File: config.mk
export PLATFORM = sky130hd
export DESIGN_NAME = bcd_cascade_counter
export DESIGN_NICKNAME = d
export VERILOG_FILES = /design/src/rtl/bcd_cascade_counter.sv
export SDC_FILE = /design/constraint.sdc
export NUM_CORES = 1
export LEC_CHECK = 0
export ABC_CLOCK_PERIOD_IN_PS = 1850
export CORE_MARGIN = 4
export CORE_UTILIZATION = 44
export DETAILED_ROUTE_END_ITERATION = 10
export PLACE_DENSITY = 0.73
export SYNTH_ARGS = -nofsm -noshare
export SYNTH_HDL_FRONTEND = slang
export SYNTH_SLANG_ARGS = --single-unit
File: constraint.sdc
create_clock -name clk -period 1.85 [get_ports clk]
set_clock_uncertainty 0.1 [all_clocks]
set_input_delay 0.37 -clock clk [delete_from_list [all_inputs] [get_ports clk]]
set_output_delay 0.37 -clock clk [all_outputs]
set_load 0.005 [all_outputs]
File: src/rtl/bcd_cascade_counter.sv
// Multi-digit modulo-R up/down counter: D cascaded N-bit digits acting as one number,
// with clear, range-checked parallel load, and wrap or saturate at terminal count.
module bcd_cascade_counter #(
  parameter int N   = 4,
  parameter int R   = 10,
  parameter int D   = 3,
  parameter int SAT = 0
) (
  input  logic           clk,
  input  logic           reset,
  input  logic           clear,
  input  logic           load,
  input  logic [D*N-1:0] load_val,
  input  logic           enable,
  input  logic           up,
  output logic [D*N-1:0] qout,
  output logic           cout,
  output logic           wrap,
  output logic           load_err
);

  // Radix held one bit wider so R = 2^N still compares correctly.
  localparam logic [N:0]   RADIX     = R[N:0];
  localparam logic [N:0]   TOP_W     = RADIX - 1'b1;
  localparam logic [N-1:0] TOP       = TOP_W[N-1:0];
  localparam bit           SATURATE  = (SAT != 0);

  logic [D*N-1:0] step_val;
  logic           tc;
  logic [D*N-1:0] ld_val;
  logic           ld_bad;

  // A digit moves only while every lower digit sits at its rollover value;
  // the running chain after the last digit is exactly the terminal-count condition.
  always_comb begin : step_logic
    logic         chain;
    logic [N-1:0] dig;
    step_val = qout;
    chain    = 1'b1;
    dig      = '0;
    for (int k = 0; k < D; k++) begin
      dig = qout[k*N +: N];
      if (chain) begin
        if (up) step_val[k*N +: N] = (dig == TOP) ? '0 : dig + 1'b1;
        else    step_val[k*N +: N] = (dig == '0) ? TOP : dig - 1'b1;
      end
      chain = chain & (up ? (dig == TOP) : (dig == '0));
    end
    tc = chain;
  end

  always_comb begin : load_check
    logic [N-1:0] dig;
    ld_val = '0;
    ld_bad = 1'b0;
    dig    = '0;
    for (int k = 0; k < D; k++) begin
      dig = load_val[k*N +: N];
      if ({1'b0, dig} >= RADIX) begin
        ld_val[k*N +: N] = TOP;
        ld_bad           = 1'b1;
      end else begin
        ld_val[k*N +: N] = dig;
      end
    end
  end

  assign cout = enable & tc & ~clear & ~load;

  always_ff @(posedge clk or posedge reset) begin
    if (reset) begin
      qout     <= '0;
      wrap     <= 1'b0;
      load_err <= 1'b0;
    end else begin
      wrap     <= 1'b0;
      load_err <= 1'b0;
      if (clear) begin
        qout <= '0;
      end else if (load) begin
        qout     <= ld_val;
        load_err <= ld_bad;
      end else if (enable && !(tc && SATURATE)) begin
        qout <= step_val;
        wrap <= tc;
      end
    end
  end

endmodule

After elaboration in Yosys (flattened, before gate mapping)
Index checks and enable logic that the tools add are counted.
{"block": "totals", "reg_bits": 14, "output_inout_bits": 15, "word_cells": 60}
{"block": "classes", "addsub": 6, "n_lt_le_gt_ge": 3, "eq_ne": 3, "mux": 28, "bitwise_logic": 7, "reduce_logical": 8}
{"op": "4-bit 2-to-1 mux", "count": 14}
{"op": "12-bit 2-to-1 mux", "count": 3}
{"op": "4-bit by 1-bit adder with 4-bit output (second input constant)", "count": 3}
{"op": "4-bit equality test (second input constant)", "count": 3}
{"op": "4-bit >= comparator (second input constant)", "count": 3}
{"op": "4-bit logical NOT", "count": 3}
{"op": "4-bit by 1-bit subtractor with 4-bit output (second input constant)", "count": 3}
{"op": "1-bit 2-to-1 mux", "count": 11}
{"op": "3-bit nonzero test", "count": 3}
{"op": "1-bit bitwise AND", "count": 5}
{"op": "2-bit AND reduction", "count": 2}
{"op": "1-bit inverter", "count": 2}

Depth between registers and ports, before layout
{"block": "logic_depth", "word_depth": 7, "mapped_depth": 8}

Worst setup path before layout
OpenSTA, ideal clock, no wires.
{"block": "synth_path", "path_type": "reg-to-output", "from": "register qout[4]", "to": "output port cout", "t_arrival_ns": 1.582, "t_required_ns": 1.380, "setup_slack_ns": -0.202, "path_stages_with_launch": 8, "path_buffers": 1, "path_cell_list": "dfrtp_1 -> inv_1 -> ha_1 -> nor2b_1 -> a21oi_1 -> or3_1 -> buf_6 -> nor2_1"}
{"block": "synth_between", "elab_chain_len": 7, "elab_cells_between_ends": 8, "classes_between": "eq/ne (1); mux (1); bitwise (5); reduce/logical (1)"}
{"item": "from (decl)", "line": "16", "rtl": "output logic [D*N-1:0] qout,"}
{"item": "from (signal assigned)", "line": "81", "rtl": "qout <= ld_val;"}
{"item": "from (signal assigned)", "line": "84", "rtl": "qout <= step_val;"}
{"item": "4-bit equality test / 4-bit logical NOT (equally long branches)", "line": "47", "rtl": "chain = chain & (up ? (dig == TOP) : (dig == '0));"}
{"item": "1-bit 2-to-1 mux *", "line": "47"}
{"item": "1-bit bitwise AND * (2 in a row)", "line": "47"}
{"item": "1-bit bitwise AND * (3 in a row)", "line": "68", "rtl": "assign cout = enable & tc & ~clear & ~load;"}
{"item": "to (decl)", "line": "17", "rtl": "output logic cout,"}
Mark *: on every way between the ends. The rest lies on a longest branch, timed or not.

Worst setup path after layout
{"block": "layout_path", "from": "register qout[5]", "to": "output port cout"}
Same word-level chain as after synthesis.

==> out/results.env <==
CRITICAL_PATH.CELL_CHAIN='inv_2 > ha_4 > nor2b_4 > a21oi_2 > or3_4 > nor2_4 > buf_2'
FIRST_GLOBAL_VIAS=1442
DIEWIDTH_UM=61.33
FINAL_DESIGN_AREA_NO_FILL_MM2=0.002043
P_TOTAL_mW=1.001
DRC=0
SEQ_AREA_FRAC_SYNTH_PCT=28.00
WORST_HOLD_PATH_TYPE='input pin to async pin'
ANTENNADIODECOUNT=0
PROPORTION_OF_REGISTER_BITS_WITH_ASYNCHRONOUS_SET_OR_RESET_AFTER_SYNTHESIS_PCT=100.0
CP_SLOWEST_STAGE_DELAY_NS=0.40
ARR_TIME_CRIT_PATH_NS=1.67
REGTOREGSETUPSLACK_NS=-0.14
SYNTH.LIB_CELLS_USED.DISTINCT=46
GRT_FIRST_PASS_WIRELENGTH_UM=6486
MAXCLOCKFREQUENCY_MHz=466.5
FINISH.UTILIZATION_PCT=74.74
CAP_VIOLATIONS=0
P_LEAK_nW=0.8747
RR_WORST_DEPTH=9
GP_CONGESTION=0.8806
SLOWEST_STAGE='dfrtp_1'
AREA_OF_THE_MAPPED_NETLIST_MM2=0.001251
FIN_WORST_HOLD_SLACK_NS=0.2077
ENDPOINT_KIND='output port'
FLOORPLAN.INITIALDENSITY_PCT=45.77
GRT_USE_MET1_PCT=28.72
CRITICAL_PATH_CLASS='flop to output port'
GRT_ANTENNA_BEFORE_REPAIR=0
CLOCK_SINKS=14
PATH_CLK_SLEW_NS=0.10
FINAL_ANTENNA_NET_COUNT=0
GLOBAL_ROUTE.USAGE.TOTAL_PCT=22.97
AVGSYNTHCELLAREA_UM2=7.869
CLOCK_LATENCY_NS=0.28
DETAILED_PLACE.AREA_MM2=0.001798
VIAS_PER_CELL=5.810
ROWS=19
DIE_H_UM=61.33
POWER_DENSITY_mW_PER_MM2=489.7
TIMING.CRITICAL_PATH.FROM_TYPE='flop'
PORT_BUFFERS=32
SYNTHESIZED_NETS=180
POSTSYNTH.TOPFLOPCELL='dfrtp_1'
RR_STARTPOINT='qout[5]'
POSTCTSHOLDBUFS=0
SYNTH_ENABLE_FLOP_CELLS=0
OUTCOME='finished with violations'
OVERFLOW=0
GR-USAGE-MET2_PCT=40.94
SEQCELLAREA_UM2=352.8
FINALCRITPERIODSHARE_PCT=115.9
TIGHTESTPINTRANSITION_NS=0.4857
FULL_DIE_AREA_MM2=0.003761
DRIVE_GT1_SHARE_PCT=32.88
POST_SYNTH_MOST_FREQUENT_CELLS='14 x dfrtp_1, 13 x a21oi_1, 13 x o21ai_0'
TIMING.SLEW.HEADROOM_PCT=66.78
GLOBALROUTEMET3UTIL_PCT=3.145
SYNTH_CELLS=159
COUNT_OF_PINS_ON_THE_BLOCK_BOUNDARY=33
DRT-INITIAL-DRC-COUNT=106
POST-SYNTH-TOP-AREA-FRACTION_PCT=28.00
VIOLATIONS_IN_THE_FINAL_REPORTS='setup timing'
SYNTHMOSTINSTANTIATEDCELL='dfrtp_1'
CTS.HTREE.LEVELS=1
SYNTH_SEQ_CELLS=14
LARGEST_NET_DEGREE_AT_THE_START_OF_GLOBAL_ROUTING=24
CTS-ROOT-BUF='clkbuf_4'
PLACE_HPWL_UM=2890
FINALWIRELENGTH_UM=4072
LARGEST_CELLS_BY_AREA_AFTER_SYNTHESIS='dfrtp_1 28%, a21oi_1 5.2%, o21ai_0 5.2%'
MAX-VDD-IR-DROP_V=0.0004264
POST-PLACE-CELLS=238
WORSTPATHMAXFANOUT=3
PLACE_WORST_SETUP_SLACK_NS=-0.9477
BUSIEST_LAYER='met2'
MULTI_INPUT_COMB_AREA_UM2=927.1
YOSYSWARNINGS=0
FINAL.MIN_CLOCK_PERIOD_NS=2.144
FINAL-MAX-SLEW-VIOLATION-COUNT=0
TRITONCTS.NUM_BUFFERS=3
TOTAL_CORE_AREA_MM2=0.002734
FIN_CELLS=253
CRITICAL_PATH_REQUIRED_NS=1.38
FINAL_NETS=244
R2R_END='qout[9]'
AREA_GROWTH_SYN_TO_LAYOUT_PCT=63.30
CTS_TREE='built'
YOSYS.AREA.TOP_TYPE='dfrtp_1'
FIRSTDRTPASSITERS=4
CTS_MAX_PATH_BUFFERS=2
ROUTED-VIA-COUNT=1470
RSZ_0062_RAISED_AFTER_GLOBAL_ROUTING='true'
SETUP_WS_NS=-0.2937
CRITICAL_PATH_BUF_INV_COUNT=2
CRITICAL_PATH.TOP_DELAY_FAMILY='simple AND/OR/NAND/NOR gates'
FILL_CELLS=197
FINALSETUPVIOLATIONS=5
SETUP-TNS-FINAL_NS=-0.6595
TIMING.FINAL.HOLD_VIOLATIONS=0
WL_PER_CELL_UM=16.09
-- kinds of logic (layout without fill, tap and decap cells) --
kind of cell,count (synthesis),count (layout),share of synthesized area (%)
AO/OA/AOI/OAI,57,57,31.90
flip-flops,14,14,28.00
AND/OR/NAND/NOR,55,55,24.00
buffers and inverters,24,87,8.800
XOR/XNOR,5,5,3.501
adder cells (fa/ha/maj),3,3,3.000
multiplexers,1,1,0.8000
-- area by class of cell --
cell class              instances  area share, %
clock buffers                   4          1.776
repair buffers                 73          31.84
multi-input cells             121          45.38
inverters                      10          1.837
well taps                      31          1.898
flip-flops and latches         14          17.27
-- power by group --
part	leakage (nW)	internal (mW)	switching (mW)	total [mW]
combinational	0.671	0.223	0.198	0.421
clock	0.0210	0.120	0.116	0.236
sequential	0.182	0.325	0.0186	0.344
-- per-layer routing --
layer | up-vias | part of all wire (%) | routed length, um
met3 | 6 | 4.2 | 170
met4 | 0 | 1.2 | 47
met2 | 40 | 54 | 2191
met5 | - | 0 | 0
met1 | 707 | 41 | 1661
li1 | 717 | - | -
-- repair_timing --
action,4_1_cts,5_1_grt
endpoints found under the hold margin,0,0
setup endpoints to repair,12,16
pin swaps,5,5
setup buffers,7,4
resized for setup,15,23
-- worst max-delay path by stage --
| stage | from | end | cells after the start |
|---|---|---|---|
| global route | qout[5] | cout | 7 |
| floorplan | qout[0] | cout | 6 |
| global placement | up | cout | 6 |
| finish | qout[5] | cout | 7 |
| detailed placement | up | cout | 6 |
| CTS | qout[5] | cout | 7 |
-- state kept, by name, summed over array words and instances (netlist names) --
signal and flops:
wrap 1, qout 12, load_err 1
-- cell usage in the layout (no fill, tap or decap), drive strengths merged, types with 6 or more instances in the layout --
cell,count
inv,10
nor2,13
nand2,8
a221oi,6
buf,42
nor3,9
clkdlybuf4s50,26
o21ai,14
a21oi,13
dfrtp,14
Power figures use the tool's default switching activity.
